[src/rtl/sx3_cfg_pkg.sv]
// Register map, CTRL bit positions and FSM encoding shared by the SX3 I2C config target.
package sx3_cfg_pkg;

  localparam logic [7:0] REG_ID       = 8'h00;
  localparam logic [7:0] REG_CTRL     = 8'h01;
  localparam logic [7:0] REG_WT_LO    = 8'h02;
  localparam logic [7:0] REG_WT_HI    = 8'h03;
  localparam logic [7:0] REG_HT_LO    = 8'h04;
  localparam logic [7:0] REG_HT_HI    = 8'h05;
  localparam logic [7:0] REG_SIZE0    = 8'h06;
  localparam logic [7:0] REG_SIZE1    = 8'h07;
  localparam logic [7:0] REG_SIZE2    = 8'h08;
  localparam logic [7:0] REG_SIZE3    = 8'h09;
  localparam logic [7:0] REG_FPS      = 8'h0A;
  localparam logic [7:0] REG_BLANK_LO = 8'h0B;
  localparam logic [7:0] REG_BLANK_HI = 8'h0C;
  localparam logic [7:0] REG_STATUS   = 8'h0D;

  localparam int unsigned CTRL_CAM_EN   = 0;
  localparam int unsigned CTRL_AUD_EN   = 1;
  localparam int unsigned CTRL_STILL_EN = 2;
  localparam int unsigned CTRL_VID_RST  = 3;
  localparam int unsigned CTRL_AUD_RST  = 4;
  localparam int unsigned CTRL_OVF_CLR  = 5;

  localparam logic [7:0] DEF_FPS = 8'd30;

  typedef enum logic [3:0] {
    ST_IDLE      = 4'd0,
    ST_ADDR      = 4'd1,
    ST_ADDR_ACK  = 4'd2,
    ST_REG       = 4'd3,
    ST_REG_ACK   = 4'd4,
    ST_WDATA     = 4'd5,
    ST_WDATA_ACK = 4'd6,
    ST_RDATA     = 4'd7,
    ST_RDATA_ACK = 4'd8
  } i2c_state_e;

endpackage

[src/rtl/i2c_line_filter.sv]
// Synchronises one I2C pad into clk_osc, rejects glitches shorter than FILT_LEN cycles,
// and produces single-cycle rise/fall strobes aligned with the filtered level.
module i2c_line_filter #(
  parameter int unsigned FILT_LEN = 3
) (
  input  logic clk_osc,
  input  logic reset_n_HFCLKOUT,
  input  logic pad_i,
  output logic line_o,
  output logic rise_o,
  output logic fall_o
);

  logic [1:0] sync_q, sync_d;
  logic [2:0] cnt_q, cnt_d;
  logic       filt_q, filt_d;
  logic       prev_q, prev_d;

  // The filtered level only follows the synchronised input after FILT_LEN agreeing cycles.
  always_comb begin
    sync_d = {sync_q[0], pad_i};
    filt_d = filt_q;
    cnt_d  = '0;
    prev_d = filt_q;
    if (sync_q[1] != filt_q) begin
      if (cnt_q == 3'(FILT_LEN - 1)) filt_d = sync_q[1];
      else                           cnt_d  = cnt_q + 3'd1;
    end
  end

  always_ff @(posedge clk_osc or negedge reset_n_HFCLKOUT) begin
    if (!reset_n_HFCLKOUT) begin
      sync_q <= '1;
      cnt_q  <= '0;
      filt_q <= 1'b1;
      prev_q <= 1'b1;
    end else begin
      sync_q <= sync_d;
      cnt_q  <= cnt_d;
      filt_q <= filt_d;
      prev_q <= prev_d;
    end
  end

  assign line_o = filt_q;
  assign rise_o = filt_q & ~prev_q;
  assign fall_o = ~filt_q & prev_q;

endmodule

[src/rtl/sx3_i2c_cfg_target.sv]
// I2C configuration target for the SX3 master: shadow register bank committed to the
// clk_osc control/geometry outputs on STOP, so multi-byte fields change atomically.
module sx3_i2c_cfg_target #(
  parameter logic [6:0]  I2C_ADDR = 7'h38,
  parameter int unsigned FILT_LEN = 3,
  parameter logic [7:0]  DEV_ID   = 8'hA5,
  parameter logic [15:0] DEF_WT   = 16'd1920,
  parameter logic [15:0] DEF_HT   = 16'd1280,
  parameter logic [31:0] DEF_SIZE = 32'd2457600
) (
  input  logic        clk_osc,
  input  logic        reset_n_HFCLKOUT,
  input  logic        scl_i,
  input  logic        sda_i,
  output logic        sda_oe_o,
  input  logic        cam_fifo_overflow_i,
  output logic        cam_app_en_o,
  output logic        aud_app_en_o,
  output logic        still_cap_en_o,
  output logic        vid_skt_rst_o,
  output logic        aud_skt_rst_o,
  output logic [15:0] img_wt_o,
  output logic [15:0] img_ht_o,
  output logic [31:0] img_size_o,
  output logic [7:0]  vid_fps_o,
  output logic [15:0] line_blanking_o,
  output logic        busy_o
);
  import sx3_cfg_pkg::*;

  logic scl, scl_rise, scl_fall, sda, sda_rise, sda_fall, start, stop;

  i2c_line_filter #(.FILT_LEN(FILT_LEN)) u_scl_filt (
    .clk_osc(clk_osc), .reset_n_HFCLKOUT(reset_n_HFCLKOUT), .pad_i(scl_i),
    .line_o(scl), .rise_o(scl_rise), .fall_o(scl_fall));
  i2c_line_filter #(.FILT_LEN(FILT_LEN)) u_sda_filt (
    .clk_osc(clk_osc), .reset_n_HFCLKOUT(reset_n_HFCLKOUT), .pad_i(sda_i),
    .line_o(sda), .rise_o(sda_rise), .fall_o(sda_fall));

  assign start = sda_fall & scl;
  assign stop  = sda_rise & scl;

  i2c_state_e  state_q, state_d;
  logic [3:0]  bit_cnt_q, bit_cnt_d;
  logic [7:0]  shift_q, shift_d, ptr_q, ptr_d, rd_byte;
  logic        rw_q, rw_d, sda_oe_q, sda_oe_d, busy_q, busy_d, mack_q, mack_d;
  logic        commit_q, commit_d, wr_en;
  logic [2:0]  shd_ctrl_q, shd_ctrl_d, ctrl_q, ctrl_d;
  logic        pend_vid_q, pend_vid_d, pend_aud_q, pend_aud_d, pend_clr_q, pend_clr_d;
  logic [15:0] shd_wt_q, shd_wt_d, shd_ht_q, shd_ht_d, shd_blank_q, shd_blank_d;
  logic [15:0] wt_q, wt_d, ht_q, ht_d, blank_q, blank_d;
  logic [31:0] shd_size_q, shd_size_d, size_q, size_d;
  logic [7:0]  shd_fps_q, shd_fps_d, fps_q, fps_d;
  logic        vid_rst_q, vid_rst_d, aud_rst_q, aud_rst_d, ovf_q, ovf_d;
  logic [1:0]  ovf_sync_q, ovf_sync_d;

  always_comb begin
    case (ptr_q)
      REG_ID:       rd_byte = DEV_ID;
      REG_CTRL:     rd_byte = {5'b0, shd_ctrl_q};
      REG_WT_LO:    rd_byte = shd_wt_q[7:0];
      REG_WT_HI:    rd_byte = shd_wt_q[15:8];
      REG_HT_LO:    rd_byte = shd_ht_q[7:0];
      REG_HT_HI:    rd_byte = shd_ht_q[15:8];
      REG_SIZE0:    rd_byte = shd_size_q[7:0];
      REG_SIZE1:    rd_byte = shd_size_q[15:8];
      REG_SIZE2:    rd_byte = shd_size_q[23:16];
      REG_SIZE3:    rd_byte = shd_size_q[31:24];
      REG_FPS:      rd_byte = shd_fps_q;
      REG_BLANK_LO: rd_byte = shd_blank_q[7:0];
      REG_BLANK_HI: rd_byte = shd_blank_q[15:8];
      REG_STATUS:   rd_byte = {7'b0, ovf_q};
      default:      rd_byte = '0;
    endcase
  end

  // Bus FSM: bits sampled on SCL rise, SDA driven/released just after SCL fall.
  always_comb begin
    state_d   = state_q;
    bit_cnt_d = bit_cnt_q;
    shift_d   = shift_q;
    ptr_d     = ptr_q;
    rw_d      = rw_q;
    sda_oe_d  = sda_oe_q;
    busy_d    = busy_q;
    mack_d    = mack_q;
    commit_d  = stop;
    wr_en     = 1'b0;
    if (start) begin
      state_d   = ST_ADDR;
      bit_cnt_d = '0;
      sda_oe_d  = 1'b0;
    end else if (stop) begin
      state_d  = ST_IDLE;
      sda_oe_d = 1'b0;
      busy_d   = 1'b0;
    end else begin
      case (state_q)
        ST_ADDR, ST_REG, ST_WDATA: begin
          if (scl_rise) begin
            shift_d   = {shift_q[6:0], sda};
            bit_cnt_d = bit_cnt_q + 4'd1;
          end else if (scl_fall && bit_cnt_q == 4'd8) begin
            bit_cnt_d = '0;
            sda_oe_d  = 1'b1;
            if (state_q == ST_ADDR) begin
              if (shift_q[7:1] == I2C_ADDR) begin
                state_d = ST_ADDR_ACK;
                busy_d  = 1'b1;
                rw_d    = shift_q[0];
              end else begin
                state_d  = ST_IDLE;
                sda_oe_d = 1'b0;
                busy_d   = 1'b0;
              end
            end else if (state_q == ST_REG) begin
              state_d = ST_REG_ACK;
              ptr_d   = shift_q;
            end else begin
              state_d = ST_WDATA_ACK;
              wr_en   = 1'b1;
              ptr_d   = ptr_q + 8'd1;
            end
          end
        end
        ST_ADDR_ACK, ST_REG_ACK, ST_WDATA_ACK: begin
          if (scl_fall) begin
            bit_cnt_d = '0;
            if (state_q == ST_ADDR_ACK && rw_q) begin
              state_d  = ST_RDATA;
              shift_d  = rd_byte;
              sda_oe_d = ~rd_byte[7];
            end else begin
              state_d  = (state_q == ST_ADDR_ACK) ? ST_REG : ST_WDATA;
              sda_oe_d = 1'b0;
            end
          end
        end
        ST_RDATA: begin
          if (scl_rise) begin
            bit_cnt_d = bit_cnt_q + 4'd1;
          end else if (scl_fall) begin
            if (bit_cnt_q == 4'd8) begin
              state_d   = ST_RDATA_ACK;
              sda_oe_d  = 1'b0;
              ptr_d     = ptr_q + 8'd1;
              bit_cnt_d = '0;
            end else begin
              shift_d  = {shift_q[6:0], 1'b0};
              sda_oe_d = ~shift_q[6];
            end
          end
        end
        ST_RDATA_ACK: begin
          if (scl_rise) begin
            mack_d = sda;
          end else if (scl_fall) begin
            if (!mack_q) begin
              state_d  = ST_RDATA;
              shift_d  = rd_byte;
              sda_oe_d = ~rd_byte[7];
            end else begin
              state_d  = ST_IDLE;
              sda_oe_d = 1'b0;
            end
          end
        end
        default: ;
      endcase
    end
  end

  // Commit clears the pending actions first, so a write landing in the same cycle is kept.
  always_comb begin
    shd_ctrl_d  = shd_ctrl_q;
    shd_wt_d    = shd_wt_q;
    shd_ht_d    = shd_ht_q;
    shd_size_d  = shd_size_q;
    shd_fps_d   = shd_fps_q;
    shd_blank_d = shd_blank_q;
    pend_vid_d  = pend_vid_q;
    pend_aud_d  = pend_aud_q;
    pend_clr_d  = pend_clr_q;
    ctrl_d      = ctrl_q;
    wt_d        = wt_q;
    ht_d        = ht_q;
    size_d      = size_q;
    fps_d       = fps_q;
    blank_d     = blank_q;
    vid_rst_d   = 1'b0;
    aud_rst_d   = 1'b0;
    ovf_sync_d  = {ovf_sync_q[0], cam_fifo_overflow_i};
    ovf_d       = ovf_q;
    if (commit_q) begin
      ctrl_d     = shd_ctrl_q;
      wt_d       = shd_wt_q;
      ht_d       = shd_ht_q;
      size_d     = shd_size_q;
      fps_d      = shd_fps_q;
      blank_d    = shd_blank_q;
      vid_rst_d  = pend_vid_q;
      aud_rst_d  = pend_aud_q;
      if (pend_clr_q) ovf_d = 1'b0;
      pend_vid_d = 1'b0;
      pend_aud_d = 1'b0;
      pend_clr_d = 1'b0;
    end
    if (ovf_sync_q[1]) ovf_d = 1'b1;
    if (wr_en) begin
      case (ptr_q)
        REG_CTRL: begin
          shd_ctrl_d = shift_q[CTRL_STILL_EN:CTRL_CAM_EN];
          if (shift_q[CTRL_VID_RST]) pend_vid_d = 1'b1;
          if (shift_q[CTRL_AUD_RST]) pend_aud_d = 1'b1;
          if (shift_q[CTRL_OVF_CLR]) pend_clr_d = 1'b1;
        end
        REG_WT_LO:    shd_wt_d[7:0]      = shift_q;
        REG_WT_HI:    shd_wt_d[15:8]     = shift_q;
        REG_HT_LO:    shd_ht_d[7:0]      = shift_q;
        REG_HT_HI:    shd_ht_d[15:8]     = shift_q;
        REG_SIZE0:    shd_size_d[7:0]    = shift_q;
        REG_SIZE1:    shd_size_d[15:8]   = shift_q;
        REG_SIZE2:    shd_size_d[23:16]  = shift_q;
        REG_SIZE3:    shd_size_d[31:24]  = shift_q;
        REG_FPS:      shd_fps_d          = shift_q;
        REG_BLANK_LO: shd_blank_d[7:0]   = shift_q;
        REG_BLANK_HI: shd_blank_d[15:8]  = shift_q;
        default: ;
      endcase
    end
  end

  always_ff @(posedge clk_osc or negedge reset_n_HFCLKOUT) begin
    if (!reset_n_HFCLKOUT) begin
      state_q    <= ST_IDLE;
      bit_cnt_q  <= '0;
      shift_q    <= '0;
      ptr_q      <= '0;
      rw_q       <= 1'b0;
      sda_oe_q   <= 1'b0;
      busy_q     <= 1'b0;
      mack_q     <= 1'b1;
      commit_q   <= 1'b0;
      shd_ctrl_q <= '0;
      shd_wt_q   <= DEF_WT;
      shd_ht_q   <= DEF_HT;
      shd_size_q <= DEF_SIZE;
      shd_fps_q  <= DEF_FPS;
      shd_blank_q <= '0;
      pend_vid_q <= 1'b0;
      pend_aud_q <= 1'b0;
      pend_clr_q <= 1'b0;
      ctrl_q     <= '0;
      wt_q       <= DEF_WT;
      ht_q       <= DEF_HT;
      size_q     <= DEF_SIZE;
      fps_q      <= DEF_FPS;
      blank_q    <= '0;
      vid_rst_q  <= 1'b0;
      aud_rst_q  <= 1'b0;
      ovf_q      <= 1'b0;
      ovf_sync_q <= '0;
    end else begin
      state_q    <= state_d;
      bit_cnt_q  <= bit_cnt_d;
      shift_q    <= shift_d;
      ptr_q      <= ptr_d;
      rw_q       <= rw_d;
      sda_oe_q   <= sda_oe_d;
      busy_q     <= busy_d;
      mack_q     <= mack_d;
      commit_q   <= commit_d;
      shd_ctrl_q <= shd_ctrl_d;
      shd_wt_q   <= shd_wt_d;
      shd_ht_q   <= shd_ht_d;
      shd_size_q <= shd_size_d;
      shd_fps_q  <= shd_fps_d;
      shd_blank_q <= shd_blank_d;
      pend_vid_q <= pend_vid_d;
      pend_aud_q <= pend_aud_d;
      pend_clr_q <= pend_clr_d;
      ctrl_q     <= ctrl_d;
      wt_q       <= wt_d;
      ht_q       <= ht_d;
      size_q     <= size_d;
      fps_q      <= fps_d;
      blank_q    <= blank_d;
      vid_rst_q  <= vid_rst_d;
      aud_rst_q  <= aud_rst_d;
      ovf_q      <= ovf_d;
      ovf_sync_q <= ovf_sync_d;
    end
  end

  assign sda_oe_o        = sda_oe_q;
  assign busy_o          = busy_q;
  assign cam_app_en_o    = ctrl_q[CTRL_CAM_EN];
  assign aud_app_en_o    = ctrl_q[CTRL_AUD_EN];
  assign still_cap_en_o  = ctrl_q[CTRL_STILL_EN];
  assign vid_skt_rst_o   = vid_rst_q;
  assign aud_skt_rst_o   = aud_rst_q;
  assign img_wt_o        = wt_q;
  assign img_ht_o        = ht_q;
  assign img_size_o      = size_q;
  assign vid_fps_o       = fps_q;
  assign line_blanking_o = blank_q;

endmodule
[config.mk]
export PLATFORM = sky130hd
export DESIGN_NAME = sx3_i2c_cfg_target
export DESIGN_NICKNAME = d
export VERILOG_FILES = /design/src/rtl/sx3_cfg_pkg.sv /design/src/rtl/i2c_line_filter.sv /design/src/rtl/sx3_i2c_cfg_target.sv
export SDC_FILE = /design/constraint.sdc
export NUM_CORES = 1
export LEC_CHECK = 0
export ABC_AREA = 0
export CAP_MARGIN = 20
export CORE_UTILIZATION = 57
export CTS_CLUSTER_DIAMETER = 120
export CTS_CLUSTER_SIZE = 16
export DETAILED_ROUTE_END_ITERATION = 12
export PLACE_DENSITY = 0.87
export SYNTH_ARGS = -nofsm -noshare
export SYNTH_HDL_FRONTEND = slang
export SYNTH_SLANG_ARGS = --single-unit
export TNS_END_PERCENT = 1
[constraint.sdc]
create_clock -name clk_osc -period 3.3 [get_ports clk_osc]
set_input_delay 0.495 -clock clk_osc [delete_from_list [all_inputs] [get_ports clk_osc]]
set_output_delay 0.495 -clock clk_osc [all_outputs]
set_load 0.01 [all_outputs]
# After elaboration in Yosys (flattened, before gate mapping)
# Index checks and enable logic that the tools add are counted.
# W data, S select, Z words.
[totals]
regBits = 233
input_bits = 5
output_inout_bits = 95
[classes]
n_addsub = 4
n_eq_ne = 54
n_mux = 93
n_bitwise = 15
n_reduce_logical = 37
[op_table]
columns = ["op", "n"]
rows = [
  ["$mux W8", 16],
  ["$pmux W8 S14", 1],
  ["$mux W4", 19],
  ["$eq A8 B4 Y1 const B", 6],
  ["$ne A4 B4 Y1 const B", 11],
  ["$mux W1", 43],
  ["$eq A8 B3 Y1 const B", 4],
  ["$pmux W8 S4", 1],
  ["$reduce_and A2 Y1", 15],
  ["$ne A2 B2 Y1 const B", 14],
  ["$mux W3", 7],
  ["$reduce_and A9 Y1", 2],
  ["$eq A4 B3 Y1 const B", 4],
  ["$eq A8 B2 Y1 const B", 2],
  ["$pmux W4 S4", 1],
  ["$pmux W8 S2", 1],
  ["$pmux W4 S3", 1],
  ["$reduce_and A12 Y1", 1],
  ["$reduce_bool A2 Y1", 6],
  ["$not A1 Y1", 9],
  ["$add A8 B1 Y8 const B", 1],
  ["$eq A4 B2 Y1 const B", 2],
  ["$eq A4 B4 Y1 const B", 2],
  ["$eq A8 B1 Y1 const B", 1],
  ["21 further kinds", 33],
]

# Depth between registers and ports, before layout
[depth]
ltp_word = 9
depth_mapped = 10
depth_no_buf = 8

# Hierarchy
# Synthesis repeated with hierarchy kept, for this count alone.
[unflattened]
cells_unflattened = 801
hier_area_um2 = 10312.4
[modules_own_cells]
columns = ["module", "instances", "cells_each", "area_per_inst_um2", "seq_area_each_um2"]
rows = [
  ["sx3_i2c_cfg_target", 1, 761, 9756.9, 5516.5],
  ["i2c_line_filter", 2, 20, 277.8, 180.2],
]

# Worst setup path before layout
# No wires, ideal clock.
[synth_timing]
kind = "flip-flop to flip-flop"
startpoint = "register u_scl_filt.filt_q (netlist: u_scl_filt.line_o)"
endpoint = "register shift_q[7]"
arrival_time_ns = 2.345
required_ns = 3.175
setup_slack_ns = 0.831
stages_incl_launch_ff = 9
n_path_buf = 1
synth_period_minus_slack_ns = 2.469
cell_sequence = "dfstp_2 > clkbuf_1 > inv_1 > ha_1 > nand2b_4 > or3_1 > a221o_1 > a211oi_4 > mux2_2"
[synth_between]
elab_chain_cells = 4
elab_cells_between_ends = 14
classes_between = "eq/ne (6); bitwise (7); reduce/logical (1)"
[synth_rtl]
columns = ["element", "line_no", "text"]
rows = [
  ["start: declaration", "i2c_line_filter.sv:16", "logic filt_q, filt_d;"],
  ["start signal: assignment", "i2c_line_filter.sv:40", "filt_q <= filt_d;"],
  ["$not A1 Y1", "i2c_line_filter.sv:47", "assign fall_o = ~filt_q & prev_q;"],
  ["$and A1 B1 Y1", "i2c_line_filter.sv:47", ""],
  ["$ne A2 B2 Y1 (no line)", "n/a", ""],
  ["$reduce_and A12 Y1 (no line) *", "n/a", ""],
  ["end signal: assignment", "sx3_i2c_cfg_target.sv:266", "shift_q <= shift_d;"],
  ["end: declaration", "sx3_i2c_cfg_target.sv:45", "logic [7:0] shift_q, shift_d, ptr_q, ptr_d, rd_byte;"],
]
# Every way passes the cells marked *; elsewhere a longest branch is shown, timed or not.
# A chain may end at the register's enable or synchronous reset.

# Final worst setup path
[layout_timing]
startpoint = "register u_scl_filt.prev_q"
endpoint = "register shift_q[7]"
[layout_between]
elab_chain_cells = 4
elab_cells_between_ends = 10
classes_between = "eq/ne (6); bitwise (3); reduce/logical (1)"
[layout_rtl]
columns = ["element", "line_no", "text"]
rows = [
  ["start: declaration", "i2c_line_filter.sv:17", "logic prev_q, prev_d;"],
  ["start signal: assignment", "i2c_line_filter.sv:41", "prev_q <= prev_d;"],
  ["$not A1 Y1", "i2c_line_filter.sv:46", "assign rise_o = filt_q & ~prev_q;"],
  ["$and A1 B1 Y1", "i2c_line_filter.sv:46", ""],
  ["$ne A2 B2 Y1 (no line)", "n/a", ""],
  ["$reduce_and A12 Y1 (no line) *", "n/a", ""],
]
# Marks and branches as above.

==> summary.txt <==
Outcome
  • Status: finished clean

Placement
  • GP Congestion: between 0.9 and 1
  • IO Port Bufs: 99
  • Placed cell areas: 11630 µm²
  • Dpl cells: about 1100
  • Dpl hpwl: 16.75 mm

Synth
  • Syn_area_per_cell: 12.66 µm²
  • Synth Instances: between 800 and 900
  • Seq/Total Area, Yosys: 0.5655
  • Synth warnings: 0
  • Syn Nets: 834
  • Ys flop type: dfrtp_1
  • Mapped cell area: roughly 10000 µm²
  • EDFF count, synth: 0
  • Area contributors post-synth: dfrtp_1 47%, mux2_2 16%, dfstp_2 9.4%
  • Area share of the largest cell type after synthesis: 0.4719
  • Yosys reg bits: around 230
  • Biggest area consumer among synthesized cells: dfrtp_1
  • Post-synth ARST share: 1.000
  • Synth unique cells: 66

Drt
  • ANT nets after route: 0
  • Routed vias: 7175
  • Initial DRC Count: about 670
  • TritonRoute pass-1 iters: 5
  • DR vias/cell: approximately 6.3
  • Post-Route WL: between 20 and 25 mm
  • DRC: 0
  • WL/cell: ~21 µm

Timing
  • Fin. Hold Viols: 0
  • Final setup violation count: 0
  • Pins over their slew limit: 0
  • Final period util: 0.8227
  • Clock skew: a little over 0.01 ns
  • Max frequency: 368.3 MHz
  • Least-Margin Pin Slew: between 0.8 and 0.9 ns
  • Setup_tns: 0 ns
  • RSZ-0062 raised after global routing: false
  • Worst rel slew slack: 0.4230
  • Fin crit period: ~2.7 ns

Die
  • I/O Pins: 100
  • Initial Util: 0.5805
  • Die area: roughly 19000 µm²
  • Num rows: between 40 and 50
  • Core area: approximately 18000 µm²
  • Die outline width: between 100 and 150 µm
  • Die Ht: about 140 µm

Cells and area
  • Ant. Diodes: 0
  • Nets: 921
  • Fin area: 12150 µm²
  • Syn-to-layout area delta: 16.90%
  • Non-Filler Instances: 1147
  • Share of cells above drive strength 1: 0.2821
  • Fillers: 1224

Global routing
  • Initial antenna violation count: 0
  • First-pass GRT wire length: 38.85 mm
  • Total grt overflow: 0
  • Vias in the first global route: ~7000
  • Pin count of the biggest net entering global routing: 95
  • Total track usage: 0.2708

CTS
  • Post-CTS Hold Fix Bufs: 0
  • Total clock buffers created by CTS: 18
  • CTS resizes: 0
  • Max clock buf depth: 3
  • Root Driver: clkbuf_16
  • H-tree lvl count: 1
  • Clk slew on worst S/H paths: roughly 0.07 ns
  • CTS sink cnt: between 200 and 250
  • Post-CTS Setup Inserts: 0
  • Worst-Skew Late Latency: ~0.5 ns
  • TritonCTS clock tree: yes

Worst setup path
  • Setup crit end kind: flop
  • Flop2flop setup slack: 0.59 ns
  • Reg2reg start: u_scl_filt.prev_q$_DFF_PN1_
  • Startpoint type of the worst setup path: flop
  • Crit path max fanout: 14
  • Crit. Startpoint: u_scl_filt.prev_q$_DFF_PN1_
  • Critical path class: reg -> reg
  • Worst path required time: about 3.7 ns
  • WP data arrival: around 3.1 ns

Pwr
  • Logic pwr share: 0.210
  • Worst VDD drop: 0.3161 mV
  • Pwr Total: between 7 and 8 mW
  • Leak: ~5.5 nW
  • Clock power share: 0.289
  • Pint: around 4.7 mW
  • Power Density: between 500 and 600 nW/µm²
  • Sequential share of power: 0.501
  • Sw Ratio: 0.3272
  • P_sw: between 2 and 2.5 mW

Job
  • Max Cap Viol: 0

Worst hold path
  • Worst min path class: in -> async
## layout make-up
type	count	area, µm²	area share
repair buffers	117	1156	0.09516
flip-flops and latches	233	5881	0.4840
multi-input cells	513	4210	0.3465
clock buffers	29	513.0	0.04222
clock inverters	1	8.758	0.0007209
well taps	229	286.5	0.02358
inverters	25	93.84	0.007724
## final timing paths
check,end,cells after the start
hold reg to reg,u_sda_filt.sync_q[1]$_DFF_PN1_,0
hold / removal,commit_q$_DFF_PN0_,1
min in group clk_osc,u_sda_filt.sync_q[1]$_DFF_PN1_,0
max in group asynchronous,img_size_o[16]$_DFFE_PN1P_,2
setup / recovery,shift_q[7]$_DFFE_PN0P_,8
setup reg to reg,shift_q[7]$_DFFE_PN0P_,8
## per-stage QoR
| step | hold slack (ns) | util | setup slack (ns) |
|---|---|---|---|
| 6_report | 0.03406 | 0.6786 | 0.5851 |
| 5_1_grt | 0.09223 | 0.6786 | 0.3761 |
| 4_1_cts | 0.06095 | 0.6786 | 0.6001 |
| 3_5_place_dp | 0.3433 | 0.6495 | 0.6221 |
| 3_3_place_gp | 0.3395 | 0.6495 | 0.6409 |
| 2_1_floorplan | 0.1994 | - | 0.8307 |
## power groups by stage
stage	logic [mW]	registers (mW)	clock network (mW)
after floorplan	1.36	3.18	0
after global placement	1.42	3.54	0
after detailed placement	1.46	3.55	0
after CTS	1.47	3.49	2.07
after global routing	1.62	3.54	2.16
final	1.48	3.52	2.03
## kinds of logic (layout without fill, tap and decap cells)
kind of cell	after synthesis	count (layout)	share of synthesized area
fa+ha+maj	8	8	0.009632
simple gates	164	164	0.08416
mux	196	196	0.2112
compound gates	140	140	0.09596
buf+inv	75	172	0.02938
xor+xnor	5	5	0.004215
flops	233	233	0.5655
## critical path: stages (launching register included)
cell      delay [ns]
dfstp_2         0.53
inv_1           0.04
ha_1            0.27
nand2b_4        0.20
or3_1           0.31
a221o_1         0.42
a211oi_4        0.22
buf_4           0.25
mux2_2          0.35
## registers in the layout (all words and copies together), names as in the netlist, 4 cells and up
signal and count:
bit_cnt_q 4, img_ht_o 16, img_size_o 32, img_wt_o 16
line_blanking_o 16, ptr_q 8, shd_blank_q 16, shd_fps_q 8
shd_ht_q 16, shd_size_q 32, shd_wt_q 16, shift_q 8
state_q 4, vid_fps_o 8
## layout by cell type, fill, tap and decap left out, types with 3 or more instances in the layout
master           netlist  layout
inv_1                 25      25
o21ai_0               21      21
and2_1                 4       4
o32a_1                 3       3
a221oi_1               8       8
buf_4                  0      16
nor3b_1                3       3
nand2b_1               6       6
nand3_1               12      12
a222oi_1               4       4
ha_1                   8       8
or2_2                  5       5
or3_1                  3       3
a31oi_1                5       5
nor3_1                15      15
xor2_1                 3       3
clkbuf_16              0      19
a211oi_1               3       3
nor2_1                23      23
mux2i_1               10      10
nand4_1                4       4
a22o_1                 6       6
clkdlybuf4s50_1        0      98
o22ai_1               19      19
nor4_1                 3       3
clkbuf_1              31      10
a21oi_2                4       4
nand2_1               49      49
nand2_2                9       9
dfrtp_1              196     195
a21oi_1               27      27
mux2_2               149     149
nor2b_1                7       7
nor2_2                 6       6
o211ai_1               3       3
dfstp_2               37      37
mux2_1                37      37
a22oi_1               15      15
o32ai_1                3       3
## synthesized netlist by cell type (15+ instances only)
master,number
nor3_1,15
a21oi_1,27
clkbuf_1,31
dfstp_2,37
o22ai_1,19
nor2_1,23
a22oi_1,15
nand2_1,49
mux2_1,37
dfrtp_1,196
o21ai_0,21
inv_1,25
mux2_2,149
## routing by layer
layer	up-vias	track usage	wire length, µm
met5	-	0	0
met4	0	0.09646	856
met3	79	0.04667	1953
met2	336	0.4125	11320
met1	3598	0.3918	10320
li1	3162	-	-
Power figures use the tool's default switching activity.
